===== config.mk =====
export PLATFORM = sky130hd
export DESIGN_NAME = mc_alu
export DESIGN_NICKNAME = d
export VERILOG_FILES = /design/src/rtl/mc_alu_pkg.sv /design/src/rtl/mc_alu_mul.sv /design/src/rtl/mc_alu.sv
export SDC_FILE = /design/constraint.sdc
export NUM_CORES = 2
export LEC_CHECK = 0
export CAP_MARGIN = 20
export CORE_ASPECT_RATIO = 0.9
export CORE_MARGIN = 3
export CORE_UTILIZATION = 42
export CTS_CLUSTER_SIZE = 10
export DETAILED_ROUTE_END_ITERATION = 6
export PLACE_DENSITY = 0.69
export SYNTH_ARGS = -nofsm -noshare
export SYNTH_HDL_FRONTEND = slang
export SYNTH_HIERARCHICAL = 1
export SYNTH_SLANG_ARGS = --single-unit

===== constraint.sdc =====
create_clock -name clk -period 9.15 [get_ports clk]
set_clock_uncertainty 0.05 [all_clocks]
set_input_delay 2.745 -clock clk [delete_from_list [all_inputs] [get_ports clk]]
set_output_delay 2.745 -clock clk [all_outputs]
set_load 0.02 [all_outputs]

===== src/rtl/mc_alu_pkg.sv =====
// ---------------------------------------------------------------------------
// mc_alu_pkg
// Purpose : shared opcode and controller-state definitions for the
//           multi-cycle ALU and anything else that speaks its opcode set.
// Contents: ALU_OP_W   - opcode width
//           alu_op_t   - opcode encoding
//           alu_state_t- controller states of mc_alu
// ---------------------------------------------------------------------------
package mc_alu_pkg;

  localparam int ALU_OP_W = 4;

  typedef enum logic [ALU_OP_W-1:0] {
    OP_AND = 4'b0000,
    OP_OR  = 4'b0001,
    OP_ADD = 4'b0010,
    OP_SLL = 4'b0011,
    OP_SRL = 4'b0100,
    OP_SRA = 4'b0101,
    OP_SUB = 4'b0110,
    OP_SLT = 4'b0111,
    OP_MUL = 4'b1000,
    OP_NOR = 4'b1100
  } alu_op_t;

  typedef enum logic [1:0] {
    IDLE = 2'd0,
    BUSY = 2'd1,
    HOLD = 2'd2
  } alu_state_t;

endpackage


===== src/rtl/mc_alu_mul.sv =====
// ---------------------------------------------------------------------------
// mc_alu_mul
// Purpose : iterative shift-add multiplier, one multiplier bit per cycle.
//           Returns the low REG_WIDTH bits of the unsigned product.
// Ports   : clk, reset_b      - clock, async active-low reset
//           start             - load operands and begin (ignored if running)
//           multiplicand      - operand A, captured on start
//           multiplier        - operand B, captured on start
//           done              - high during the final iteration cycle
//           product           - product value valid while done is high
// ---------------------------------------------------------------------------
module mc_alu_mul #(
  parameter int REG_WIDTH = 64
) (
  input  logic                 clk,
  input  logic                 reset_b,
  input  logic                 start,
  input  logic [REG_WIDTH-1:0] multiplicand,
  input  logic [REG_WIDTH-1:0] multiplier,
  output logic                 done,
  output logic [REG_WIDTH-1:0] product
);

  localparam int CW = $clog2(REG_WIDTH);
  localparam logic [CW-1:0] LAST_ITER = CW'(REG_WIDTH - 1);

  logic [REG_WIDTH-1:0] acc_reg;
  logic [REG_WIDTH-1:0] mcand_reg;
  logic [REG_WIDTH-1:0] mplier_reg;
  logic [CW-1:0]        cnt_reg;
  logic                 run_reg;
  logic [REG_WIDTH-1:0] step_sum;

  // Partial sum including the current bit; on the last iteration this is
  // the finished product, so the caller can register it on the same edge.
  assign step_sum = acc_reg + (mplier_reg[0] ? mcand_reg : '0);
  assign done     = run_reg && (cnt_reg == LAST_ITER);
  assign product  = step_sum;

  always_ff @(posedge clk or negedge reset_b) begin
    if (!reset_b) begin
      acc_reg    <= '0;
      mcand_reg  <= '0;
      mplier_reg <= '0;
      cnt_reg    <= '0;
      run_reg    <= 1'b0;
    end else if (start && !run_reg) begin
      acc_reg    <= '0;
      mcand_reg  <= multiplicand;
      mplier_reg <= multiplier;
      cnt_reg    <= '0;
      run_reg    <= 1'b1;
    end else if (run_reg) begin
      acc_reg    <= step_sum;
      mcand_reg  <= mcand_reg << 1;
      mplier_reg <= mplier_reg >> 1;
      // Wraps back to zero after the last iteration, ready for the next run.
      cnt_reg    <= cnt_reg + 1'b1;
      if (done) begin
        run_reg <= 1'b0;
      end
    end
  end

endmodule


===== src/rtl/mc_alu.sv =====
// ---------------------------------------------------------------------------
// mc_alu
// Purpose : multi-cycle ALU with valid/ready handshakes. Single-cycle ops
//           complete one cycle after accept; MUL runs through mc_alu_mul.
// Ports   : clk, reset_b          - clock, async active-low reset
//           in_valid / in_ready   - request handshake (ready only in IDLE)
//           in1, in2, alu_control - operands and opcode, captured at accept
//           out_valid / out_ready - result handshake (valid only in HOLD)
//           result, zero, illegal - registered result, result==0, bad opcode
// ---------------------------------------------------------------------------
module mc_alu
  import mc_alu_pkg::*;
#(
  parameter int REG_WIDTH = 64
) (
  input  logic                 clk,
  input  logic                 reset_b,
  input  logic                 in_valid,
  output logic                 in_ready,
  input  logic [REG_WIDTH-1:0] in1,
  input  logic [REG_WIDTH-1:0] in2,
  input  logic [ALU_OP_W-1:0]  alu_control,
  output logic                 out_valid,
  input  logic                 out_ready,
  output logic [REG_WIDTH-1:0] result,
  output logic                 zero,
  output logic                 illegal
);

  localparam int SHW = $clog2(REG_WIDTH);

  alu_state_t           state_reg, state_next;
  logic [REG_WIDTH-1:0] result_reg;
  logic                 illegal_reg;
  logic [REG_WIDTH-1:0] alu_result;
  logic                 alu_illegal;
  logic [REG_WIDTH-1:0] mul_product;
  logic                 mul_done;
  logic                 accept;
  logic                 is_mul;
  logic [SHW-1:0]       shamt;

  assign in_ready  = (state_reg == IDLE);
  assign out_valid = (state_reg == HOLD);
  assign accept    = in_valid && in_ready;
  assign is_mul    = (alu_control == OP_MUL);
  assign shamt     = in2[SHW-1:0];

  assign result  = result_reg;
  assign zero    = (result_reg == '0);
  assign illegal = illegal_reg;

  // Single-cycle datapath; evaluated on the live inputs and registered on
  // the accept edge, which is what freezes the operands.
  always_comb begin
    alu_result  = '0;
    alu_illegal = 1'b0;
    case (alu_control)
      OP_AND:  alu_result = in1 & in2;
      OP_OR:   alu_result = in1 | in2;
      OP_ADD:  alu_result = in1 + in2;
      OP_SUB:  alu_result = in1 - in2;
      OP_NOR:  alu_result = ~(in1 | in2);
      OP_SLT:  alu_result = {{(REG_WIDTH-1){1'b0}}, ($signed(in1) < $signed(in2))};
      OP_SLL:  alu_result = in1 << shamt;
      OP_SRL:  alu_result = in1 >> shamt;
      OP_SRA:  alu_result = $signed(in1) >>> shamt;
      OP_MUL:  alu_result = '0;  // produced by mc_alu_mul
      default: alu_illegal = 1'b1;
    endcase
  end

  mc_alu_mul #(
    .REG_WIDTH(REG_WIDTH)
  ) u_mul (
    .clk         (clk),
    .reset_b     (reset_b),
    .start       (accept && is_mul),
    .multiplicand(in1),
    .multiplier  (in2),
    .done        (mul_done),
    .product     (mul_product)
  );

  always_ff @(posedge clk or negedge reset_b) begin
    if (!reset_b) begin
      state_reg <= IDLE;
    end else begin
      state_reg <= state_next;
    end
  end

  always_comb begin
    state_next = state_reg;
    case (state_reg)
      IDLE:    if (accept) state_next = is_mul ? BUSY : HOLD;
      BUSY:    if (mul_done) state_next = HOLD;
      HOLD:    if (out_ready) state_next = IDLE;
      default: state_next = IDLE;
    endcase
  end

  // Output register only changes when entering HOLD, so it is naturally
  // stable for as long as the consumer applies backpressure.
  always_ff @(posedge clk or negedge reset_b) begin
    if (!reset_b) begin
      result_reg  <= '0;
      illegal_reg <= 1'b0;
    end else if (accept && !is_mul) begin
      result_reg  <= alu_result;
      illegal_reg <= alu_illegal;
    end else if ((state_reg == BUSY) && mul_done) begin
      result_reg  <= mul_product;
      illegal_reg <= 1'b0;
    end
  end

endmodule


======== Word level (Yosys, flattened, before mapping) ========
Cells that the tools add are included.
cells by class
  eq/ne operators ......................... 15
  reduce and logical (&&, ||, !) cells .... 15
  muxes and demuxes ....................... 23
  magnitude comparators ................... 1
  bitwise gates (word level) .............. 3
  shifts and indexed selects .............. 3
  add/sub/neg operators ................... 4
operator list
  cell                                                                   number
  64-bit 2-to-1 mux                                                      9
  64-bit case mux with 9 select lines                                    1
  64-bit adder                                                           2
  64-bit bitwise AND                                                     1
  64-bit zero test                                                       1
  64-bit < comparator                                                    1
  64-bit NOT                                                             1
  64-bit OR                                                              1
  64-bit by 6-bit left shift with 64-bit output                          1
  64-bit by 6-bit right shift with 64-bit output                         1
  64-bit by 6-bit >>> shifter with 64-bit output                         1
  64-bit subtractor                                                      1
  4-bit by 3-bit equality test with 1-bit output, second input constant  4
  6-bit 2-to-1 mux                                                       2
  10-bit OR reduction                                                    1
  4-bit by 2-bit equality test with 1-bit output, second input constant  2
  4-bit equality test, second input constant                             2
  2-bit 2-to-1 mux                                                       4
  6-bit by 1-bit adder with 6-bit output, second input constant          1
  6-bit equality test, second input constant                             1
  1-bit logical AND                                                      6
  1-bit 2-to-1 mux                                                       6
  2-bit case mux with 3 select lines                                     1
  4-bit by 1-bit equality test with 1-bit output, second input constant  1
  9 further kinds                                                        12
word-level totals
  logic and storage cells ................. 72
  output and inout port bits .............. 68
  register bits after elaboration ......... 266

======== Depth between registers and ports, before layout ========
  depth after elaboration ................. 5
  gate-level depth with buffers ........... 21
  gate-level depth less buffers ........... 19

======== By module ========
The synthesis kept the hierarchy.
modules (own cells, without submodules)
  module      sequential area each (um^2)  area an instance (um^2)  cells an instance  times used
  mc_alu      1676.6                       23359.9                  3369               1
  mc_alu_mul  4979.8                       12778.5                  1413               1

======== Least setup slack after synthesis ========
Ideal clock, no wire load.
  kind .................................... input to register
  start point ............................. in in2[2]
  end point ............................... reg result_reg[54], in the netlist result[54]
  stages on the path ...................... 19
  path slack .............................. 2.140 ns
  data arrival time ....................... 6.867 ns
  path through ............................ buf_2 -> buf_1 -> inv_1 -> buf_2 -> buf_2 -> buf_1 -> clkbuf_1 -> ha_1 -> nor2b_1 -> o31a_1 -> o31a_1 -> o21ai_1 -> o21ai_4 -> a41oi_4 -> o41ai_4 -> a311oi_2 -> o21a_1 -> o22ai_1 -> a211oi_1
on the way
  longest elaborated chain between the ends .. 3
  elaborated cells on any way between the ends .. 7
  classes of those cells .................. add/sub: 2; shift: 3; mux: 2
RTL lines
  element                                    RTL line       source
  start: declaration                         mc_alu.sv:21   input logic [REG_WIDTH-1:0] in2,
  64-bit subtractor (tied with other cells)  mc_alu.sv:62   OP_SUB: alu_result = in1 - in2;
  64-bit case mux with 9 select lines (*)    mc_alu.sv:58   case (alu_control)
  64-bit 2-to-1 mux (*)                      mc_alu.sv:109  end else if (accept && !is_mul) begin
  end signal: assignment                     mc_alu.sv:110  result_reg <= alu_result;
  end signal: assignment                     mc_alu.sv:113  result_reg <= mul_product;
  end: declaration                           mc_alu.sv:33   logic [REG_WIDTH-1:0] result_reg;
Every way passes the cells marked *; elsewhere a longest branch is shown, timed or not.
A chain may end at the register's enable or synchronous reset.

======== Worst setup path in the final report ========
  start point ............................. in in1[15]
  end point ............................... reg result_reg[0], in the netlist result[0]
on the way
  longest elaborated chain between the ends .. 3
  elaborated cells on any way between the ends .. 6
  classes of those cells .................. order compare: 1; shift: 3; mux: 2
RTL lines
  element                                      RTL line       source
  start: declaration                           mc_alu.sv:20   input logic [REG_WIDTH-1:0] in1,
  64-bit < comparator (tied with other cells)  mc_alu.sv:64   OP_SLT: alu_result = {{(REG_WIDTH-1){1'b0}}, ($signed(in1) < $signed(in2))};
  64-bit case mux with 9 select lines (*)      mc_alu.sv:58
  64-bit 2-to-1 mux (*)                        mc_alu.sv:109
Marked as above.

==> summary.md <==
| Metric | Value |
|---|---|
| Clock-pin slew on the worst setup and hold paths | 0.06 ns |
| DRT iter0 DRCs | 6727 |
| Final-layout fill cell count | 8498 |
| Max-cap violations | 0 |
| Reg power frac | 28.2% |
| Placer Congestion | 1.09 |
| Crit path capture type | register |
| # nets final | 5229 |
| Clock sink total | 266 |
| CTS tree | yes |
| Slew margin rel. | 10.2% |
| Leak pwr | 0.0170 uW |
| First-pass GRT wire length | 287000 um |
| Final Setup Violations | 0 |
| DRC | 0 |
| Main synth FF type | dfrtp_1 |
| CTS root buffer | clkbuf_16 |
| Psw | 3770 uW |
| Ys async rst share | 100% |
| Maximum vdd ir drop | 229 uV |
| Total CTS buffers | 39 |
| Port bufs | 203 |
| Final worst-path cycle share | 82.9% |
| Grt total ovfl | 0 |
| First-pass detailed-route iteration total | 6 |
| Hold WC Path Type | reg -> reg |
| Top-area cell type share of the netlist area | 18.4% |
| Mapped Avg Cell Area | 7.56 um^2 |
| Combinational power share | 50.9% |
| Post-Syn Nets | 5198 |
| Num ports | 204 |
| Bufs on Longest Clock Path | 3 |
| Final TNS setup | 0 ns |
| Die Y | 284 um |
| Unique masters post-synth | 93 |
| DR WL/cell | 34.3 um |
| EDFF count, synth | 0 |
| Largest net degree at the start of global routing | 127 |
| CTS Hold Bufs | 0 |
| Clock power frac | 20.9% |
| Synthesized netlist cell count | 4782 |
| Later-pin clock latency in the skew report | 0.63 ns |
| Internal power | 4020 uW |
| Hold Fails Final Rpt | 0 |
| Fraction of layout cells with a size suffix above 1 | 8.56% |
| CP cell instances | clkdlybuf4s50_1 > inv_1 > ha_1 > inv_1 > a21oi_1 > o31ai_1 > o31ai_1 > a2111oi_0 > buf_4 > nor2_1 > o21ba_2 > o211ai_1 > a31oi_1 > mux2i_1 > o21ai_0 |
| Synth warn | 6 |
| Vias in the first global route | 37803 |
| Max stage delay on crit path | 0.82 ns |
| Worst slew pin tran | 1.33 ns |
| Required time worst endpoint | 9.57 ns |
| Unrepaired setup endpoints after global routing | false |
| Slew Limit Fails | 0 |
| Max Freq | 132 MHz |
| Final HPWL DP | 158000 um |
| Cell taking the most area after synthesis | dfrtp_1 |
| Post-cts sizing count | 0 |
| Worst-path fanout max | 8 |
| Cell area after synthesis | 36100 um^2 |
| Initial antenna violation count | 14 |
| Setup bufs post-CTS | 0 |
| Critical Path Source Type | primary input |
| Via-to-Cell Ratio | 7.00 |
| Fin crit period | 7.59 ns |
| H-Tree Depth | 2 |
| Critical Path Slowest Stage Cell | o31ai_1 |
| Sw Share | 48.4% |
| Power per cell area | 191 nW/um^2 |
| Status | finished, final reports clean |
| Starting density of the core | 42.6% |
| Ranking of synthesized cells by area | dfrtp_1, ha_1, mux2i_1 |
| Post-route ant nets | 0 |
| Total GRT Usage | 43.9% |
| Rows | 101 |
| Final Util | 48.1% |
| Total die area | 89600 um^2 |
| Crit path kind | in -> reg |
| Layout overhead on the synthesized area | 12.8% |
| Die Wd | 315 um |
| Total number of vias | 41848 |
| Core ar. | 84800 um^2 |
| Crit path DAT | 8.01 ns |
| Final WL | 205000 um |
| Post-synthesis sequential area ratio | 18.4% |
| FF+latch count, synth | 266 |
cells in the final DEF, fill, tap and decap left out, types with 25 or more instances in the layout:
cell / synthesis / layout
a211o_1: 25 / 25
a211oi_1: 62 / 62
a21o_1: 66 / 66
a21oi_1: 488 / 488
a221o_1: 29 / 29
a221oi_1: 55 / 55
a22o_1: 56 / 56
a22oi_1: 31 / 31
a31oi_1: 43 / 43
and2_1: 95 / 93
and3_1: 30 / 30
buf_4: 7 / 139
clkbuf_16: 0 / 39
clkdlybuf4s50_1: 0 / 196
dfrtp_1: 266 / 265
ha_1: 277 / 277
inv_1: 208 / 205
mux2_2: 33 / 33
mux2i_1: 259 / 259
mux4_2: 104 / 104
nand2_1: 505 / 501
nand2b_1: 25 / 25
nand3_1: 62 / 61
nand4_1: 70 / 70
nor2_1: 448 / 443
nor2b_1: 34 / 34
nor3_1: 67 / 65
nor4_1: 50 / 49
o211ai_1: 63 / 63
o21ai_0: 440 / 440
o21bai_1: 54 / 54
o221ai_1: 32 / 32
o22ai_1: 49 / 49
o31ai_1: 43 / 43
xnor2_1: 47 / 47
xor2_1: 25 / 25
metal layers:
| metal | global-route usage [%] | vias up | routed length (um) |
|---|---|---|---|
| li1 | - | 17836 | - |
| met5 | 0 | - | 87 |
| met4 | 29.6 | 12 | 17800 |
| met2 | 59.9 | 3240 | 80200 |
| met3 | 13.5 | 592 | 26000 |
| met1 | 58.9 | 20168 | 81200 |
final timing paths:
path                                                       start                               end  slack [ns]  cells past startpoint
worst min register to register  u_mul/mplier_reg[12]$_DFFE_PN0P_  u_mul/mplier_reg[11]$_DFFE_PN0P_        0.43                      2
max in group asynchronous                                reset_b           u_mul/run_reg$_DFF_PN0_        5.33                      2
worst max register to register   u_mul/mplier_reg[0]$_DFFE_PN0P_            result[58]$_DFFE_PN0P_        3.27                     19
worst max-delay path                                     in1[15]             result[0]$_DFFE_PN0P_        1.56                     15
min in group asynchronous                                reset_b  u_mul/mplier_reg[44]$_DFFE_PN0P_        2.16                      1
worst min-delay path            u_mul/mplier_reg[12]$_DFFE_PN0P_  u_mul/mplier_reg[11]$_DFFE_PN0P_        0.43                      2
critical path: cells and delay by family:
family                   cells  cell delay, ns
AND/OR/NAND/NOR              1            0.21
buffers and inverters        4            1.26
multiplexers                 1            0.64
AO/OA/AOI/OAI                8            2.64
adder cells (fa/ha/maj)      1            0.48
kinds of logic (layout without fill, tap and decap cells):
| group | count (synthesis) | in the layout | synth area share (%) |
|---|---|---|---|
| xor gates and xnor gates | 72 | 72 | 1.74 |
| AOI/OAI and AO/OA | 1747 | 1747 | 31.1 |
| DFF | 266 | 266 | 18.4 |
| buffers and inverters | 582 | 637 | 6.32 |
| other | 0 | 8 | 0 |
| adders and majority gates | 280 | 280 | 9.76 |
| and+or+nand+nor | 1439 | 1439 | 18.0 |
| muxes | 396 | 396 | 14.7 |
synth_stat cells (15+ instances only):
cell,count
a2111oi_0,15
a211o_1,25
a211oi_1,62
a21o_1,66
a21oi_1,488
a221o_1,29
a221oi_1,55
a22o_1,56
a22oi_1,31
a31oi_1,43
and2_1,95
and3_1,30
buf_1,45
buf_2,50
clkbuf_1,261
dfrtp_1,266
ha_1,277
inv_1,208
mux2_2,33
mux2i_1,259
mux4_2,104
nand2_1,505
nand2b_1,25
nand3_1,62
nand4_1,70
nor2_1,448
nor2b_1,34
nor3_1,67
nor4_1,50
o211ai_1,63
o21a_1,24
o21ai_0,440
o21ai_1,15
o21bai_1,54
o221ai_1,32
o22ai_1,49
o31ai_1,43
or3_1,24
xnor2_1,47
xor2_1,25
power groups by stage:
stage / Combinational, uW / Clock [uW] / Sequential (uW)
final: 3960 / 1630 / 2190
after floorplan: 2250 / 0 / 2070
after global placement: 3780 / 0 / 2180
after detailed placement: 3810 / 0 / 2170
after CTS: 3820 / 1640 / 2170
after global routing: 4180 / 1690 / 2230
stage by stage:
| step | hold slack [ns] | cell area [um^2] | setup slack, ns | cells | power, uW |
|---|---|---|---|---|---|
| detailed placement | 0.416 | 39400 | 1.28 | 5902 | 5980 |
| floorplan | 0.402 | 36100 | 2.14 | 4782 | 4320 |
| global placement | 0.411 | 39400 | 1.08 | 5897 | 5950 |
| global route | 0.450 | 40700 | 1.61 | 5970 | 8100 |
| CTS | 0.433 | 40700 | 1.84 | 5967 | 7640 |
| finish | 0.430 | 40800 | 1.56 | 5978 | 7780 |
cell type report:
type / count / area, um^2 / share of cell area, %
antenna: 8 / 20.0 / 0.0491
clock buffer: 52 / 1050 / 2.59
clock inverter: 13 / 250 / 0.614
inverter: 217 / 817 / 2.00
multi-input combinational: 3934 / 27300 / 66.9
sequential: 266 / 6660 / 16.3
tap: 1133 / 1420 / 3.48
timing repair buffer: 355 / 3270 / 8.02
(Power assumes the default switching activity.)
